### config.mk
export PLATFORM = sky130hd
export DESIGN_NAME = spi_slave_fifo
export DESIGN_NICKNAME = d
export VERILOG_FILES = /design/src/rtl/spi_slave_fifo.sv
export SDC_FILE = /design/constraint.sdc
export NUM_CORES = 1
export LEC_CHECK = 0
export BUFFER_PORTS_ARGS = -buffer_cell sky130_fd_sc_hd__buf_2
export CORE_MARGIN = 5
export CORE_UTILIZATION = 55
export DETAILED_ROUTE_END_ITERATION = 8
export PLACE_DENSITY = 0.74
export SLEW_MARGIN = 20
export SYNTH_ARGS = -nofsm -noshare
export SYNTH_HDL_FRONTEND = slang
export SYNTH_SLANG_ARGS = --single-unit
export TNS_END_PERCENT = 100
### constraint.sdc
create_clock -name clk -period 2.7 [get_ports clk]
set_input_delay 0.675 -clock clk [delete_from_list [all_inputs] [get_ports clk]]
set_output_delay 0.675 -clock clk [all_outputs]
set_load 0.02 [all_outputs]
### src/rtl/spi_slave_fifo.sv
// SPI slave with TX and RX FIFOs; SPI pins are oversampled and synchronised to clk.
// MSB-first, with the CPOL/CPHA mode chosen by parameter.
module spi_slave_fifo #(
  parameter int unsigned      WIDTH   = 8,
  parameter int unsigned      DEPTH   = 4,
  parameter bit               CPOL    = 1'b0,
  parameter bit               CPHA    = 1'b0,
  parameter logic [WIDTH-1:0] TX_IDLE = '0
) (
  input  logic                   clk,
  input  logic                   rst,
  input  logic                   sclk,
  input  logic                   cs_n,
  input  logic                   mosi,
  output logic                   miso,
  output logic                   miso_oe,
  input  logic [WIDTH-1:0]       tx_data,
  input  logic                   tx_valid,
  output logic                   tx_ready,
  output logic [WIDTH-1:0]       rx_data,
  output logic                   rx_valid,
  input  logic                   rx_ready,
  output logic [$clog2(DEPTH):0] tx_level,
  output logic [$clog2(DEPTH):0] rx_level,
  output logic                   tx_underrun,
  output logic                   rx_overrun
);
  localparam int unsigned   PW        = $clog2(DEPTH);
  localparam int unsigned   CW        = $clog2(WIDTH + 1);
  localparam logic [CW-1:0] BITS_FULL = CW'(WIDTH);
  localparam logic [PW:0]   LVL_FULL  = (PW + 1)'(DEPTH);

  logic sclk_meta, sclk_sync, sclk_prev;
  logic cs_meta, cs_sync, cs_prev;
  logic mosi_meta, mosi_sync;
  logic armed;

  // Synchronisers stay unreset so 'armed' sees the true cs_n level right after rst.
  always_ff @(posedge clk) begin
    sclk_meta <= sclk;
    sclk_sync <= sclk_meta;
    sclk_prev <= sclk_sync;
    cs_meta   <= cs_n;
    cs_sync   <= cs_meta;
    cs_prev   <= cs_sync;
    mosi_meta <= mosi;
    mosi_sync <= mosi_meta;
  end

  // A transaction cut by rst is ignored until cs_n has been seen high again.
  always_ff @(posedge clk) begin
    if (rst) begin
      armed <= 1'b0;
    end else if (cs_sync) begin
      armed <= 1'b1;
    end
  end

  logic          sel, lead_edge, trail_edge, sample_edge, shift_edge, cs_fall, cs_rise;
  logic          word_done, tx_load;
  logic [CW-1:0] bit_cnt;
  logic [WIDTH-1:0] rx_shift, tx_shift;

  assign sel         = armed & ~cs_sync;
  assign lead_edge   = sel & (sclk_sync != CPOL) & (sclk_prev == CPOL);
  assign trail_edge  = sel & (sclk_sync == CPOL) & (sclk_prev != CPOL);
  assign sample_edge = CPHA ? trail_edge : lead_edge;
  assign shift_edge  = CPHA ? lead_edge : trail_edge;
  assign cs_fall     = sel & cs_prev;
  assign cs_rise     = cs_sync & ~cs_prev;
  assign word_done   = (bit_cnt == BITS_FULL);
  // A shift edge sees bit_cnt==0 only at word start (CPHA=1) or just after a finished word (CPHA=0).
  assign tx_load     = (shift_edge & (bit_cnt == '0)) | (~CPHA & cs_fall);

  always_ff @(posedge clk) begin
    if (rst) begin
      bit_cnt  <= '0;
      rx_shift <= '0;
    end else if (cs_rise) begin
      bit_cnt <= '0;
    end else if (sample_edge) begin
      rx_shift <= {rx_shift[WIDTH-2:0], mosi_sync};
      bit_cnt  <= word_done ? CW'(1) : bit_cnt + 1'b1;
    end else if (word_done) begin
      bit_cnt <= '0;
    end
  end

  // TX FIFO
  logic [WIDTH-1:0] tx_mem [DEPTH];
  logic [PW-1:0]    tx_wr_ptr, tx_rd_ptr;
  logic             tx_push, tx_pop, tx_empty;

  assign tx_empty = (tx_level == '0);
  assign tx_ready = (tx_level != LVL_FULL);
  assign tx_push  = tx_valid & tx_ready;
  assign tx_pop   = tx_load & ~tx_empty;

  always_ff @(posedge clk) begin
    if (tx_push) tx_mem[tx_wr_ptr] <= tx_data;
  end

  always_ff @(posedge clk) begin
    if (rst) begin
      tx_wr_ptr <= '0;
      tx_rd_ptr <= '0;
      tx_level  <= '0;
    end else begin
      if (tx_push) tx_wr_ptr <= tx_wr_ptr + 1'b1;
      if (tx_pop)  tx_rd_ptr <= tx_rd_ptr + 1'b1;
      case ({tx_push, tx_pop})
        2'b10:   tx_level <= tx_level + 1'b1;
        2'b01:   tx_level <= tx_level - 1'b1;
        default: tx_level <= tx_level;
      endcase
    end
  end

  always_ff @(posedge clk) begin
    if (rst) begin
      tx_shift    <= '0;
      tx_underrun <= 1'b0;
    end else begin
      tx_underrun <= tx_load & tx_empty;
      if (tx_load) begin
        tx_shift <= tx_empty ? TX_IDLE : tx_mem[tx_rd_ptr];
      end else if (shift_edge) begin
        tx_shift <= {tx_shift[WIDTH-2:0], 1'b0};
      end
    end
  end

  assign miso    = sel & tx_shift[WIDTH-1];
  assign miso_oe = sel;

  // RX FIFO, first-word-fall-through
  logic [WIDTH-1:0] rx_mem [DEPTH];
  logic [PW-1:0]    rx_wr_ptr, rx_rd_ptr;
  logic             rx_pop, rx_wr, rx_full;

  assign rx_full  = (rx_level == LVL_FULL);
  assign rx_valid = (rx_level != '0);
  assign rx_data  = rx_mem[rx_rd_ptr];
  assign rx_pop   = rx_valid & rx_ready;
  // At full a same-cycle pop frees the slot being written.
  assign rx_wr    = word_done & (~rx_full | rx_pop);

  always_ff @(posedge clk) begin
    if (rx_wr) rx_mem[rx_wr_ptr] <= rx_shift;
  end

  always_ff @(posedge clk) begin
    if (rst) begin
      rx_wr_ptr  <= '0;
      rx_rd_ptr  <= '0;
      rx_level   <= '0;
      rx_overrun <= 1'b0;
    end else begin
      rx_overrun <= word_done & rx_full & ~rx_pop;
      if (rx_wr)  rx_wr_ptr <= rx_wr_ptr + 1'b1;
      if (rx_pop) rx_rd_ptr <= rx_rd_ptr + 1'b1;
      case ({rx_wr, rx_pop})
        2'b10:   rx_level <= rx_level + 1'b1;
        2'b01:   rx_level <= rx_level - 1'b1;
        default: rx_level <= rx_level;
      endcase
    end
  end

endmodule

==> summary.txt, run 1 <==
Outcome - completed
Die X - 99.7 um
Antenna violations before repair - 0
Peak supply drop - 0.000536 V
Layout Nets - 370
Crit path DAT - 2920 ps
Fin Setup TNS - 0 ps
Fin crit period - 2480 ps
Mapped Nets - 325
FFs w/ async S/R, synth - 0%
Multi-input logic area - 1430 sq um
Switching share of power - 23.0%
Detailed placer's ending HPWL - 4.80 mm
Crit. End Element - flip-flop
Hold Path Class - in2reg
DR vias - 2,428
Min-delay src - mosi
Startpoint types - flip-flop
Placement Setup Slack - 112 ps
Post-synth EDFFs - 64
TritonRoute pass-1 iters - 4
P_sw - 0.00110 W
CTS tree - yes
Finish-stage setup viols - 0
Setup bufs post-CTS - 0
Tightest Pin Transition - 611 ps
Largest net degree at the start of global routing - 20
Via/cell ratio - 5.31
PortBufs - 34
Fin cells - 457
Grt total ovfl - 0
Cell Area, Synth - 4420 sq um
Share of layout cells above drive strength 1 - 28.5%
Initial cell density of the core - 57.0%
CP Cell Sequence - inv_1, ha_1, nor3b_4, a21oi_4, nor3_4, ha_1, inv_1, fa_1, xor2_1, or3_1, a21oi_1
CTS root buffer - clkbuf_8
Worst Setup SP - bit_cnt[1]
LEAKAGE - 1.95 nW
Final Skew - 5.56 ps
Clock Sinks - 113
Total power - 0.00480 W
Max clock buf depth - 2
Slowest cell on crit path - fa_1
Max_slew headroom - 59.3%
Sequential Power Share - 41.6%
CTS clk-pin slew, worst paths - 50 ps
Die Y - 99.7 um
Die area - 9940 sq um
Fmax - 404 MHz
Max incr delay on CP - 370 ps
H-tree levels - 4
Final hold viol count - 0
First-pass GRT wire length - 12.0 mm
Vias in the first global route - 2,532
All-Layer GR Usage - 16.1%
Most used DFF post-synth - edfxtp_1
Yosys warning count - 0
Fill cells - 521
GP Congestion - 0.693
Max cap viols - 0
Number of antenna diodes - 0
Mapped Cells - 297
CP max FO - 5
Num ports - 35
Critical Setup Path Class - reg2reg
Core Area - 7770 sq um
Seq cells post-synth - 113
Clk network pwr share - 47.1%
Routed wire length - 7.23 mm
Layout Area Growth over Synthesis - 20.1%
Cell count after placement - 425
Logic pwr share - 11.3%
Post-synthesis sequential area ratio - 65.6%
Avg Synthesized Cell Area - 14.9 sq um
Row count - 32
PwrDens - 903 nW/um^2
Post-route antenna net violation count - 0
Inserted Clock Buffers - 17
Max-slew violation count - 0
Crit share post-route - 91.8%
DRC violations left - 0
Hold_buf cts - 0
Reg2reg start - bit_cnt[1]
Pint - 0.00369 W
Synth cell types - 44
DR iter-0 viols - 65
WL/cell - 15.8 um
Sequential cell area - 2900 sq um
Fin worst setup slack - 222 ps
CP required - 3140 ps
Fin Hold WS - 269 ps
Clk_lat worst skew - 510 ps
[kinds of logic after synthesis]
group                      share of synthesized area [%]
xor gates and xnor gates                            1.58
and+or+nand+nor                                     12.0
muxes                                               9.39
DFF                                                 65.6
AOI/OAI and AO/OA                                   5.06
buffers and inverters                               2.35
adders and majority gates                           4.02
[cells in the final DEF, fill, tap and decap left out, types with 11 or more instances in the layout]
master	Yosys	routed
edfxtp_1	64	64
dfxtp_1	49	48
buf_2	2	34
nand2_1	25	25
mux4_2	16	16
nor2_1	16	16
clkbuf_16	0	16
inv_1	15	15
a21oi_1	15	15
and3_1	11	11
ha_1	11	11
[worst paths after layout]
check	end	slack, ps	depth (start not counted)
setup / recovery	tx_level[2]	220	11
hold / removal	mosi_meta	270	1
setup reg to reg	tx_level[2]	220	11
hold reg to reg	sclk_sync	320	0
[state kept, by name (all words and copies together), names as in the netlist, 2 cells and up, named ones only]
signal	flops
rx_mem	32
tx_mem	32
rx_shift	8
tx_shift	8
bit_cnt	4
rx_level	3
tx_level	3
rx_rd_ptr	2
rx_wr_ptr	2
tx_rd_ptr	2
tx_wr_ptr	2
[layer usage]
metal	GRT usage, %	share of wire (%)	vias up
met5	0	0	-
met4	7.77	2.4	0
met3	5.33	3.7	18
met2	28.1	53	46
met1	17.4	41	1173
li1	-	-	1191
[cell type report]
class / instances / area share [%]
Multi-Input combinational cell: 159 / 26.9
Clock buffer: 21 / 8.46
Tap cell: 102 / 2.40
Clock inverter: 11 / 3.01
Inverter: 15 / 1.06
Timing Repair Buffer: 36 / 3.49
Sequential cell: 113 / 54.7
[what timing repair did]
item,CTS,global route
setup endpoints to repair,0,8
gates resized for setup,0,3
endpoints found under the hold margin,0,0
[Yosys cell counts (all sizes together), types with 2 or more instances]
master | count | area, sq um
edfxtp | 64 | 1920
dfxtp | 49 | 981
nand2 | 25 | 93.8
a21oi | 16 | 91.3
mux4 | 16 | 360
nor2 | 16 | 60.1
inv | 15 | 56.3
and3 | 11 | 68.8
ha | 11 | 138
and2 | 8 | 52.6
a221o | 7 | 70.1
buf | 6 | 32.5
o21ai | 6 | 33.8
nor2b | 5 | 38.8
clkbuf | 4 | 15.0
mux2 | 4 | 45.0
xnor2 | 4 | 35.0
xor2 | 4 | 35.0
nor3 | 3 | 36.3
nor3b | 3 | 32.5
nor4b | 3 | 38.8
or3 | 3 | 18.8
fa | 2 | 40.0
nand3b | 2 | 27.5
[power groups by stage]
| stage | clock network (W) | logic, W | registers [W] |
|---|---|---|---|
| CTS | 0.00229 | 0.000550 | 0.00200 |
| finish | 0.00226 | 0.000544 | 0.00199 |
| detailed placement | 0 | 0.000547 | 0.00203 |
| global placement | 0 | 0.000533 | 0.00202 |
| floorplan | 0 | 0.000415 | 0.00201 |
| global route | 0.00237 | 0.000596 | 0.00201 |
[stage by stage]
step                utilization [%]  cell area [sq um]
global placement               60.4               4690
global route                   68.4               5310
CTS                            68.2               5300
detailed placement             60.4               4690
finish                         68.4               5310
floorplan                         -               4420
[worst max-delay path: cells and delay by family (launching register included)]
kind,cells,cell delay [ps]
xor+xnor,1,160
buf+inv,2,130
simple gates,3,760
flops,1,340
fa+ha+maj,3,800
compound gates,2,220
(Power assumes the default switching activity.)
==> run 2: changes to the inputs <==
CELL_PAD_IN_SITES_DETAIL_PLACEMENT = 1   (was not set)
CELL_PAD_IN_SITES_GLOBAL_PLACEMENT = 1   (was not set)
CORE_UTILIZATION = 49   (was 55)
PLACE_DENSITY = not set   (was 0.74)
PLACE_DENSITY_LB_ADDON = 0.1   (was not set)
SETUP_SLACK_MARGIN = 0.3   (was not set)
==> run 2 against run 1 <==
Clock skew increased by 7.8 ps. Critical path type is now reg2out. Largest power group unchanged. Critical endpoint is now rx_data[1]. Routed wire length increased by 17%. Sequential share of layout area decreased by 0.97 points.
==> summary.txt, run 2 (same netlist as run 1, synthesis figures left out) <==
Row count - 34 (+6.3%)
Antenna violations before repair - 0 (unchanged)
Final hold viol count - 0 (unchanged)
Max-slew violation count - 0 (unchanged)
All-Layer GR Usage - 16.8% (+0.68 points)
Fin crit period - 2330 ps (-148 ps)
Final Skew - 13.3 ps (+7.78 ps)
CP required - 2030 ps (-1110 ps)
CTS root buffer - clkbuf_8
Crit share post-route - 86.3% (-5.5 points)
Fin Setup TNS - 0 ps (unchanged)
TritonRoute pass-1 iters - 4 (unchanged)
CTS tree - yes
Hold_buf cts - 0 (unchanged)
Detailed placer's ending HPWL - 5.45 mm (+14%)
Crit path DAT - 1660 ps (-1260 ps)
Max_slew headroom - 63.6% (+4.3 points)
Critical Setup Path Class - reg2out
Vias in the first global route - 2,742 (+8.3%)
Most frequent cells in the layout - edfxtp_1 (64), dfxtp_1 (45), buf_2 (30)
Post-Place Cell Area - 4720 sq um (+0.56%)
Fmax - 429 MHz (+6.4%)
Outcome - completed
Share of layout cells above drive strength 1 - 32.7% (+4.2 points)
Num ports - 35 (unchanged)
First-pass GRT wire length - 14.2 mm (+18%)
Via/cell ratio - 5.34 (+0.45%)
DRC violations left - 0 (unchanged)
PortBufs - 34 (unchanged)
DR vias - 2,503 (+3.1%)
CP max FO - 8 (+3)
PwrDens - 901 nW/um^2 (-0.19%)
Clock Sinks - 113 (unchanged)
CTS clk-pin slew, worst paths - 60 ps (about the same)
Layout Nets - 376 (+1.6%)
Post-route cell area - 5420 sq um (+2.0%)
Fin util - 61.9% (-6.5 points)
Max clock buf depth - 2 (unchanged)
Top flop regs - rx_mem (32), tx_mem (32)
Hold Path Class - in2reg
Core Area - 8760 sq um (+13%)
Max incr delay on CP - 540 ps (+170 ps)
Tightest Pin Transition - 545 ps (-65.8 ps)
DR iter-0 viols - 62 (-4.6%)
Max cap viols - 0 (unchanged)
Clk_lat worst skew - 510 ps (about the same)
Most common cell after layout, fill and taps aside - edfxtp_1
RSZ-0062 raised after global routing - true
CP Cell Sequence - mux4_2, buf_6
Initial cell density of the core - 50.5% (-6.5 points)
Startpoint types - flip-flop
H-tree levels - 4 (unchanged)
Die Y - 105 um (+5.3%)
Post-route antenna net violation count - 0 (unchanged)
Number of antenna diodes - 0 (unchanged)
Largest net degree at the start of global routing - 28 (+40%)
Finish-stage setup viols - 0 (unchanged)
Layout Area Growth over Synthesis - 22.5%
Crit. End Element - output port
Slowest cell on crit path - mux4_2
Peak supply drop - 0.000516 V (-3.8%)
Die X - 105 um (+5.3%)
WL/cell - 18.0 um (+14%)
Die area - 11,000 sq um (+11%)
Inserted Clock Buffers - 17 (unchanged)
Routed wire length - 8.42 mm (+17%)
LEAKAGE - 1.99 nW (+2.1%)
Grt total ovfl - 0 (unchanged)
GP Congestion - 0.728 (+4.9%)
run 2: area by class of cell:
class	instances	area, sq um
Fill cell	814	3340
Sequential cell	113	2910
Multi-Input combinational cell	159	1460
Clock buffer	19	422
Timing Repair Buffer	42	255
Clock inverter	13	185
Tap cell	108	135
Inverter	15	56.3
run 2: worst max-delay path, delay by kind of cell, from the launching register on:
family	cells	cell delay [ps]
buffers and inverters	1	150
muxes	1	540
DFF	1	440
run 2: path summary, 6_finish.rpt:
kind                            startpoint           to  slack, ps  depth (start not counted)
worst max-delay path             flip-flop   rx_data[1]        370                          2
worst min-delay path                  mosi    mosi_meta        270                          1
worst max register to register  bit_cnt[0]  tx_level[2]        380                         11
worst min register to register   mosi_meta    mosi_sync        320                          0
run 2: stage by stage:
step / setup WS [ps] / instances / power (W) / hold WS [ps]
2_1_floorplan: 305 / 297 / 0.00242 / 310
3_3_place_gp: 156 / 433 / 0.00258 / 313
3_5_place_dp: 10.1 / 433 / 0.00260 / 316
4_1_cts: 232 / 466 / 0.00491 / 239
5_1_grt: 263 / 469 / 0.00510 / 232
6_report: 370 / 469 / 0.00488 / 269
run 2: repair_timing:
| item | in CTS | in global routing |
|---|---|---|
| hold endpoints to repair | 0 | 0 |
| resized for setup | 6 | 16 |
| setup buffers | 1 | 3 |
| setup endpoints to repair | 10 | 5 |
| pin swaps | 1 | 3 |
run 2: routing by layer:
metal	wire length, um	up-vias	GRT usage [%]
li1	-	1198	-
met1	3330	1251	18.3
met2	4670	46	30.1
met3	334	8	5.55
met4	96	0	6.30
met5	0	-	0
run 2: power by group:
part | switching (W) | total (W) | internal [W]
logic | 0.000305 | 0.000594 | 0.000290
clock network | 0.000790 | 0.00229 | 0.00150
registers | 0.0000975 | 0.00200 | 0.00190
total | 0.00119 | 0.00488 | 0.00369
